## src/rtl/bit_serial_accum.sv

```systemverilog
// bit_serial_accum
//   Bit-serial two's-complement accumulator for the ADPCM predictor datapath.
//   Sums NTERMS serial words (WIDTH bits each, LSB first) through one full
//   adder and a WIDTH-bit circulating shift register. A frame FSM sequences
//   the words. sum_part is captured after PART_TERMS words, sum_full after
//   NTERMS words, and done pulses for one cycle with sum_full.
//
//   Optional build macro: BIT_SERIAL_ACCUM_OVF_EN enables the sticky signed
//   overflow flag; when undefined, ovf is tied to 0.
//
// Ports
//   clk      in   clock, rising edge
//   reset    in   asynchronous, active-high reset
//   start    in   begin accumulation (sampled in IDLE only)
//   a        in   serial operand bit, LSB first
//   busy     out  high while accumulating
//   done     out  one-cycle pulse when sum_full / ovf update
//   sum_part out  sum of words 0..PART_TERMS-1
//   sum_full out  sum of words 0..NTERMS-1
//   ovf      out  sticky signed-overflow flag of the last accumulation
//
// state | meaning
// IDLE  | waiting for start; sr and cy hold
// ACC   | shifting one operand bit per cycle through the adder
module bit_serial_accum #(
    parameter int WIDTH      = 16,
    parameter int NTERMS     = 8,
    parameter int PART_TERMS = 6
) (
    input  logic             clk,
    input  logic             reset,
    input  logic             start,
    input  logic             a,
    output logic             busy,
    output logic             done,
    output logic [WIDTH-1:0] sum_part,
    output logic [WIDTH-1:0] sum_full,
    output logic             ovf
);

    localparam int BW = $clog2(WIDTH);
    localparam int TW = (NTERMS > 1) ? $clog2(NTERMS) : 1;

    typedef enum logic {IDLE = 1'b0, ACC = 1'b1} state_t;

    state_t           state_q, state_d;
    logic [BW-1:0]    bitcnt_q, bitcnt_d;
    logic [TW-1:0]    termcnt_q, termcnt_d;
    logic [WIDTH-1:0] sr_q, sr_d;
    logic             cy_q, cy_d;
    logic [WIDTH-1:0] sum_part_q, sum_part_d;
    logic [WIDTH-1:0] sum_full_q, sum_full_d;
    logic             done_q, done_d;

    logic             b, s, c;
    logic             last_bit, last_word, part_word;
    logic [WIDTH-1:0] sr_next;

    assign last_bit  = (bitcnt_q == BW'(WIDTH - 1));
    assign last_word = (termcnt_q == TW'(NTERMS - 1));
    assign part_word = (termcnt_q == TW'(PART_TERMS - 1));

    // Word 0 loads: the recirculated bit is masked so the adder passes a.
    assign b       = (termcnt_q == '0) ? 1'b0 : sr_q[0];
    assign s       = a ^ b ^ cy_q;
    assign c       = (a & b) | (a & cy_q) | (b & cy_q);
    assign sr_next = {s, sr_q[WIDTH-1:1]};

`ifdef BIT_SERIAL_ACCUM_OVF_EN
    logic ovf_acc_q, ovf_acc_d;
    logic ovf_q, ovf_d;
    logic ovf_word;

    // At the MSB, cy_q is the carry into the sign bit and c the carry out.
    assign ovf_word = last_bit && (termcnt_q != '0) && (cy_q != c);
    assign ovf      = ovf_q;
`else
    assign ovf = 1'b0;
`endif

    always_comb begin
        state_d    = state_q;
        bitcnt_d   = bitcnt_q;
        termcnt_d  = termcnt_q;
        sr_d       = sr_q;
        cy_d       = cy_q;
        sum_part_d = sum_part_q;
        sum_full_d = sum_full_q;
        done_d     = 1'b0;
`ifdef BIT_SERIAL_ACCUM_OVF_EN
        ovf_acc_d  = ovf_acc_q;
        ovf_d      = ovf_q;
`endif
        case (state_q)
            IDLE: begin
                if (start) begin
                    state_d   = ACC;
                    bitcnt_d  = '0;
                    termcnt_d = '0;
`ifdef BIT_SERIAL_ACCUM_OVF_EN
                    ovf_acc_d = 1'b0;
`endif
                end
            end
            ACC: begin
                sr_d = sr_next;
                cy_d = last_bit ? 1'b0 : c;
                if (last_bit) begin
                    bitcnt_d = '0;
`ifdef BIT_SERIAL_ACCUM_OVF_EN
                    ovf_acc_d = ovf_acc_q | ovf_word;
`endif
                    if (part_word) begin
                        sum_part_d = sr_next;
                    end
                    if (last_word) begin
                        state_d    = IDLE;
                        termcnt_d  = '0;
                        sum_full_d = sr_next;
                        done_d     = 1'b1;
`ifdef BIT_SERIAL_ACCUM_OVF_EN
                        ovf_d      = ovf_acc_q | ovf_word;
`endif
                    end else begin
                        termcnt_d = termcnt_q + 1'b1;
                    end
                end else begin
                    bitcnt_d = bitcnt_q + 1'b1;
                end
            end
            default: state_d = IDLE;
        endcase
    end

    always_ff @(posedge clk or posedge reset) begin
        if (reset) begin
            state_q    <= IDLE;
            bitcnt_q   <= '0;
            termcnt_q  <= '0;
            sr_q       <= '0;
            cy_q       <= 1'b0;
            sum_part_q <= '0;
            sum_full_q <= '0;
            done_q     <= 1'b0;
`ifdef BIT_SERIAL_ACCUM_OVF_EN
            ovf_acc_q  <= 1'b0;
            ovf_q      <= 1'b0;
`endif
        end else begin
            state_q    <= state_d;
            bitcnt_q   <= bitcnt_d;
            termcnt_q  <= termcnt_d;
            sr_q       <= sr_d;
            cy_q       <= cy_d;
            sum_part_q <= sum_part_d;
            sum_full_q <= sum_full_d;
            done_q     <= done_d;
`ifdef BIT_SERIAL_ACCUM_OVF_EN
            ovf_acc_q  <= ovf_acc_d;
            ovf_q      <= ovf_d;
`endif
        end
    end

    assign busy     = (state_q == ACC);
    assign done     = done_q;
    assign sum_part = sum_part_q;
    assign sum_full = sum_full_q;

endmodule

```

## config.mk

```make
export PLATFORM = sky130hd
export DESIGN_NAME = bit_serial_accum
export DESIGN_NICKNAME = d
export VERILOG_FILES = /design/src/rtl/bit_serial_accum.sv
export SDC_FILE = /design/constraint.sdc
export NUM_CORES = 1
export LEC_CHECK = 0
export ABC_CLOCK_PERIOD_IN_PS = 2400
export CORE_AREA = 2 2 77 79
export CTS_BUF_LIST = sky130_fd_sc_hd__clkbuf_4 sky130_fd_sc_hd__clkbuf_8
export CTS_CLUSTER_SIZE = 24
export DETAILED_ROUTE_END_ITERATION = 6
export DIE_AREA = 0 0 79 81
export PLACE_DENSITY = 0.73
export SYNTH_ARGS = -nofsm -noshare
export SYNTH_HDL_FRONTEND = slang
export SYNTH_SLANG_ARGS = --single-unit
```

## constraint.sdc

```tcl
create_clock -name clk -period 2.4 [get_ports clk]
set_input_delay 0.48 -clock clk [delete_from_list [all_inputs] [get_ports clk]]
set_output_delay 0.48 -clock clk [all_outputs]
set_load 0.05 [all_outputs]
```

==> results.txt, run 1 <==
CTS tree - yes
GPL Wtd Cong - 0.7630
Syn_area_per_cell - 14.91 um2
Mux share of post-synthesis cell area - 23.93%
Nets - 213
Chip height - 81 um
Syn Nets - 172
TNS Setup - 0 ns
H-tree levels - 3
Syn Inst Count - 162
Largest family of logic cells by synthesized area - multiplexers
Routed Antenna Nets - 0
Relative slew margins - 65.65%
Worst-path maximum fanout - 2
Worst Path Arrival - 1.52 ns
Clock tree sinks - 58
Port bufs - 37
Post-synthesis xor/xnor area fraction - 0.3625%
Initial antenna violation count - 0
CTS Buffer Depth - 2
Worst Max-Slew Pin Slew - 0.5137 ns
DRT Wirelength - 4.063 mm
Skew final - 0.006807 ns
First-pass GRT wire length - 6.844 mm
Buffers & Inverters on Critical Path - 1
Final period utilization - 83.22%
Pwr/cell area - 934.2 mW/mm2
Pin count of the biggest net entering global routing - 59
Simple-gate share of the synthesized area - 5.282%
# hold bufs at CTS - 0
Area after DPL - 0.002839 mm2
Initial DRC Count - 40
Post-DR wirelength/cell - 14.36 um
Die area - 0.006399 mm2
R2R cell count - 4
Crit start category - flip-flop
Internal reg-to-reg setup slack - 0.59 ns
Die Span X - 79 um
Synth unique cells - 29
Worst-skew pair later-pin latency - 0.34 ns
Worst path top cell family by delay - buffers and inverters
Layout Area Growth over Synthesis - 25.74%
Final instance area - 0.003038 mm2
Layout Utilization - 53.53%
Post-synthesis adder-cell area fraction - 3.418%
Final min period - 1.997 ns
HPWL Detailed - 2.589 mm
Status - finished, final reports clean
Synth warn - 0
Pre-Repair DR Iteration Count - 4
Hold Violations, Final - 0
Worst vdd ir - 0.0003098 V
Post-CTS sizing - 0
MaxCap Viol Count - 0
DP Worst Slack - 0.5609 ns
Mapped Area - 0.002416 mm2
Clock buffer count from CTS - 9
Worst r2r dst - sum_part[9]$_DFFE_PP0P_
# rows - 28
Tot Pwr - 2.838 mW
Vias in the first global route - 1402
Max Slew Vio Count - 0
Cell leakage power - 1.412 nW
Total gr overflow - 0
Slowest cell delay on critical path - 0.82 ns
Post-CTS Repair Setup Buffers - 0
Final WS setup - 0.4027 ns
FF+latch count, synth - 58
DRC - 0
CTS Root Buffer Type - clkbuf_8
RSZ-0062 raised after global routing - no
Reg2Reg Launch Point - bitcnt_q[0]$_DFFE_PP0P_
Data required time at the worst endpoint - 1.92 ns
Min-Delay Path Class - in -> async
Total number of vias - 1407
Complex-gate fraction of the synthesized area - 2.279%
Max Freq - 500.7 MHz
Num ports - 39
Cell Chain, Critical Path - clkdlybuf4s50_1
Starting Density - 42.57%
Layout cells sized above 1 - 34.62%
Core footprint - 0.005675 mm2
Final setup violation count - 0
Worst-path clk slew - 0.07 ns
Seq/Total Area, Yosys - 60.07%
# diodes - 0
CP Capture Type - output port
CP Class - reg -> out
Crit-path slowest cell - clkdlybuf4s50_1
GRT Resource Usage Total - 14.39%
Vias/cell - 4.972
metrics by stage:
step,hold slack (ns),std cells
after floorplan,0.4741,162
after global placement,0.4872,267
after detailed placement,0.4944,267
after CTS,0.5087,283
after global routing,0.5192,283
final,0.5008,283
layout by cell type, fill, tap and decap left out:
cell	synthesis	layout
clkbuf_8	0	10
and4_4	1	1
nand4_1	2	2
nand2_1	7	7
nand3_1	7	7
inv_1	8	7
xnor2_1	1	1
clkdlybuf4s50_1	0	36
nand2b_1	1	1
mux2_4	10	10
buf_4	1	1
o21ai_0	3	3
fa_1	1	1
o311ai_0	1	1
ha_1	5	5
mux2_2	38	38
a31o_2	1	1
clkinv_2	0	3
clkbuf_4	0	1
bufinv_16	0	1
inv_2	0	1
nand2_2	1	1
a21boi_0	1	1
dfrtp_1	58	58
a22oi_1	1	1
o31ai_1	1	1
and3_4	1	1
nor2_1	1	1
clkinv_4	0	1
buf_12	1	2
nand3b_1	2	2
conb_1	1	1
synthesized netlist by cell type:
cell / instances / area [um2]
a31o_2: 1 / 8.760
fa_1: 1 / 20.02
ha_1: 5 / 62.56
o31ai_1: 1 / 7.510
mux2_2: 38 / 427.9
buf_4: 1 / 7.510
buf_6: 3 / 33.78
nand4_1: 2 / 12.51
dfrtp_1: 58 / 1451
buf_1: 1 / 3.750
nor2_1: 1 / 3.750
buf_2: 2 / 10.01
a22oi_1: 1 / 7.510
nand2b_1: 1 / 6.260
conb_1: 1 / 3.750
nand2_1: 7 / 26.28
inv_1: 8 / 30.03
mux2_4: 10 / 150.1
nand2_2: 1 / 6.260
o21ai_0: 3 / 15.01
o311ai_0: 1 / 8.760
and4_4: 1 / 11.26
nand3b_1: 2 / 15.01
a21boi_0: 1 / 7.510
and3_4: 1 / 11.26
buf_12: 1 / 20.02
nand3_1: 7 / 35.03
xnor2_1: 1 / 8.760
clkbuf_1: 1 / 3.750
worst max path at each step:
stage | slack (ns) | depth (start not counted) | end | from
floorplan | 0.40 | 7 | sum_part[0]$_DFFE_PP0P_ | busy$_DFF_PP0_
global placement | 0.58 | 3 | sum_part[15]$_DFFE_PP0P_ | a
detailed placement | 0.56 | 3 | sum_full[15]$_DFFE_PP0P_ | a
CTS | 0.37 | 1 | sum_part[0] | sum_part[0]$_DFFE_PP0P_
global route | 0.34 | 1 | sum_part[0] | sum_part[0]$_DFFE_PP0P_
finish | 0.40 | 1 | sum_part[0] | sum_part[0]$_DFFE_PP0P_
routing by layer:
metal / part of all wire, % / global-route usage, % / vias up
met5: 0 / 0 / -
met4: 2.3 / 10.69 / 0
met3: 4.9 / 4.000 / 11
met2: 46 / 20.85 / 33
met1: 46 / 18.46 / 716
li1: - / - / 647
where the power goes:
part           switching (mW)  internal, mW
registers               0.219          1.20
logic                   0.246         0.283
clock network           0.376         0.515
state kept, by name, indices dropped and copies added (netlist names):
signal     cells
sum_part      16
bitcnt_q       4
sum_full      16
cy_q           1
done           1
busy           1
sr_q          16
termcnt_q      3
worst reg2reg max path, stage by stage (launching register included):
cell and delay [ns]:
dfrtp_1 0.38, ha_1 0.26, and4_4 0.29, and3_4 0.39, mux2_2 0.38
layout make-up:
type | instances | area, um2
multi-input combinational | 87 | 855.8
clock buffer | 11 | 145.1
inverter | 8 | 30.03
tap | 75 | 93.84
timing repair buffer | 39 | 407.9
sequential | 58 | 1451
fill | 487 | 2638
clock inverter | 5 | 53.80
cell families (layout without fill, tap and decap cells):
kind of cell               after synthesis  in the layout
adders and majority gates                6              6
DFF                                     58             58
muxes                                   48             48
xor gates and xnor gates                 1              1
AOI/OAI and AO/OA                        8              8
buffers and inverters                   17             63
and+or+nand+nor                         23             23
other                                    1              1
Note: power is estimated with default switching activity, not from simulation.
==> run 2, diff against run 1 <==
--- a/config.mk
+++ b/config.mk
@@ -5,13 +5,13 @@
 export SDC_FILE = /design/constraint.sdc
 export NUM_CORES = 1
 export LEC_CHECK = 0
-export ABC_CLOCK_PERIOD_IN_PS = 2400
+export ABC_CLOCK_PERIOD_IN_PS = 1700
 export CORE_AREA = 2 2 77 79
 export CTS_BUF_LIST = sky130_fd_sc_hd__clkbuf_4 sky130_fd_sc_hd__clkbuf_8
 export CTS_CLUSTER_SIZE = 24
 export DETAILED_ROUTE_END_ITERATION = 6
 export DIE_AREA = 0 0 79 81
-export PLACE_DENSITY = 0.73
+export PLACE_DENSITY = 0.76
 export SYNTH_ARGS = -nofsm -noshare
 export SYNTH_HDL_FRONTEND = slang
 export SYNTH_SLANG_ARGS = --single-unit
==> constraint.sdc (replaced) <==
create_clock -name clk -period 1.7 [get_ports clk]
set_input_delay 0.34 -clock clk [delete_from_list [all_inputs] [get_ports clk]]
set_output_delay 0.34 -clock clk [all_outputs]
set_load 0.05 [all_outputs]
==> run 2 against run 1 <==
- die area stayed put
- combinational power is 75% higher
- clock power is 44% higher
- cell area is 2.2% higher
- global-route usage is 0.21 points higher
- setup slack worse by 0.34 ns
==> results.txt, run 2 (synthesis results as in run 1) <==
Cell leakage power - 1.536 nW (+8.8%)
Tot Pwr - 4.178 mW (+47%)
Most frequent cells in the layout - dfrtp_1, buf_4, mux2_2
Max Slew Vio Count - 0 (unchanged)
Final min period - 1.633 ns
Min-Delay Path Class - in -> async
Initial DRC Count - 72 (+80%)
Nets - 222 (+4.2%)
Data required time at the worst endpoint - 1.91 ns (about the same)
GRT Resource Usage Total - 14.60% (+0.21 points)
Pin count of the biggest net entering global routing - 59 (unchanged)
CP Class - reg -> reg
Vias/cell - 4.887 (-1.7%)
HPWL Detailed - 2.789 mm (+7.7%)
Routed Antenna Nets - 0 (unchanged)
Layout Area Growth over Synthesis - 28.48%
Hold WS - 0.4286 ns (-0.07217 ns)
Most common cell after layout, fill and taps aside - dfrtp_1
Pwr/cell area - 1346 mW/mm2 (+44%)
Starting Density - 42.57% (unchanged)
Core footprint - 0.005675 mm2 (unchanged)
Pre-Repair DR Iteration Count - 5 (+1)
Num ports - 39 (unchanged)
Clock buffer count from CTS - 9 (unchanged)
Filler cell count - 484 (-0.62%)
Vias in the first global route - 1446 (+3.1%)
Status - finished, final reports clean
Placed insts - 273 (+2.2%)
Chip height - 81 um (unchanged)
H-tree levels - 3 (unchanged)
Final instance count without filler cells - 292 (+3.2%)
Die Span X - 79 um (unchanged)
CTS tree - yes
Total gr overflow - 0 (unchanged)
Worst-path maximum fanout - 7 (+5)
GPL Wtd Cong - 0.7470 (-2.1%)
DRT Wirelength - 4.212 mm (+3.7%)
DP Worst Slack - -0.01631 ns (-0.5772 ns)
Worst Path Arrival - 1.84 ns (+0.32 ns)
# rows - 28 (unchanged)
Port bufs - 37 (unchanged)
Total number of vias - 1427 (+1.4%)
TNS Setup - 0 ns (unchanged)
Final setup violation count - 0 (unchanged)
Final WS setup - 0.06677 ns (-0.3359 ns)
CTS Buffer Depth - 2 (unchanged)
Worst-path clk slew - 0.07 ns (about the same)
RSZ-0062 raised after global routing - no
DRC - 0 (unchanged)
Crit start category - flip-flop
Die area - 0.006399 mm2 (unchanged)
CP Capture Type - flip-flop
Clock tree sinks - 58 (unchanged)
CTS Root Buffer Type - clkbuf_8
Hold Violations, Final - 0 (unchanged)
MaxCap Viol Count - 0 (unchanged)
Worst vdd ir - 0.0006542 V (+110%)
Skew final - 0.008024 ns (+0.001217 ns)
Final period utilization - 96.07%
Initial antenna violation count - 0 (unchanged)
Layout cells sized above 1 - 55.30% (+21 points)
Worst-skew pair later-pin latency - 0.33 ns (about the same)
Max Freq - 612.3 MHz
Post-DR wirelength/cell - 14.42 um (+0.47%)
# diodes - 0 (unchanged)
First-pass GRT wire length - 6.955 mm (+1.6%)
## run 2: critical path, cell delays in order, from the launching register on
cell,delay [ns]
dfrtp_1,0.37
ha_2,0.19
and4_4,0.26
and3_4,0.23
buf_12,0.13
mux2_2,0.32
## run 2: final cells by class
class / instances / area, um2 / area share [%]
multi-input combinational: 87 / 885.9 / 28.54
clock buffer: 11 / 151.4 / 4.877
timing repair buffer: 48 / 434.2 / 13.99
clock inverter: 5 / 52.55 / 1.693
tap: 75 / 93.84 / 3.023
sequential: 58 / 1453 / 46.80
inverter: 8 / 33.78 / 1.088
## run 2: metrics by stage
step	utilization [%]	cell area, um2
after floorplan	-	2434
after detailed placement	49.67	2819
after global placement	49.67	2819
final	54.70	3104
after CTS	54.10	3070
after global routing	54.70	3104
## run 2: final timing paths
kind	from	endpoint	slack, ns	depth (start not counted)
max	bitcnt_q[1]$_DFFE_PP0P_	sum_part[9]$_DFFE_PP0P_	0.07	5
min	reset	sum_full[2]$_DFFE_PP0P_	0.43	3
max reg2reg	bitcnt_q[1]$_DFFE_PP0P_	sum_part[9]$_DFFE_PP0P_	0.07	5
min reg2reg	sr_q[0]$_DFFE_PP0P_	sr_q[0]$_DFFE_PP0P_	0.50	1
max in group asynchronous	reset	sum_full[5]$_DFFE_PP0P_	0.99	3
min in group clk	sr_q[0]$_DFFE_PP0P_	sr_q[0]$_DFFE_PP0P_	0.50	1
## run 2: power breakdown
part | total (mW) | internal, mW | switching [mW]
logic | 0.924 | 0.502 | 0.422
clock network | 1.28 | 0.748 | 0.530
registers | 1.98 | 1.69 | 0.282
total | 4.18 | 2.94 | 1.23
## run 2: metal layers
layer | up-vias | global-route usage [%] | part of all wire, %
met1 | 723 | 17.78 | 43
li1 | 662 | - | -
met3 | 4 | 6.222 | 5.7
met5 | - | 0 | 0
met4 | 0 | 6.207 | 0.85
met2 | 38 | 22.88 | 50
## run 2: timing repair
action	in CTS	in global routing
setup buffers	3	0
hold buffers	0	0
hold endpoints to repair	0	0
pin swaps	0	3
gates resized for setup	1	10
endpoints found under the setup margin	8	8
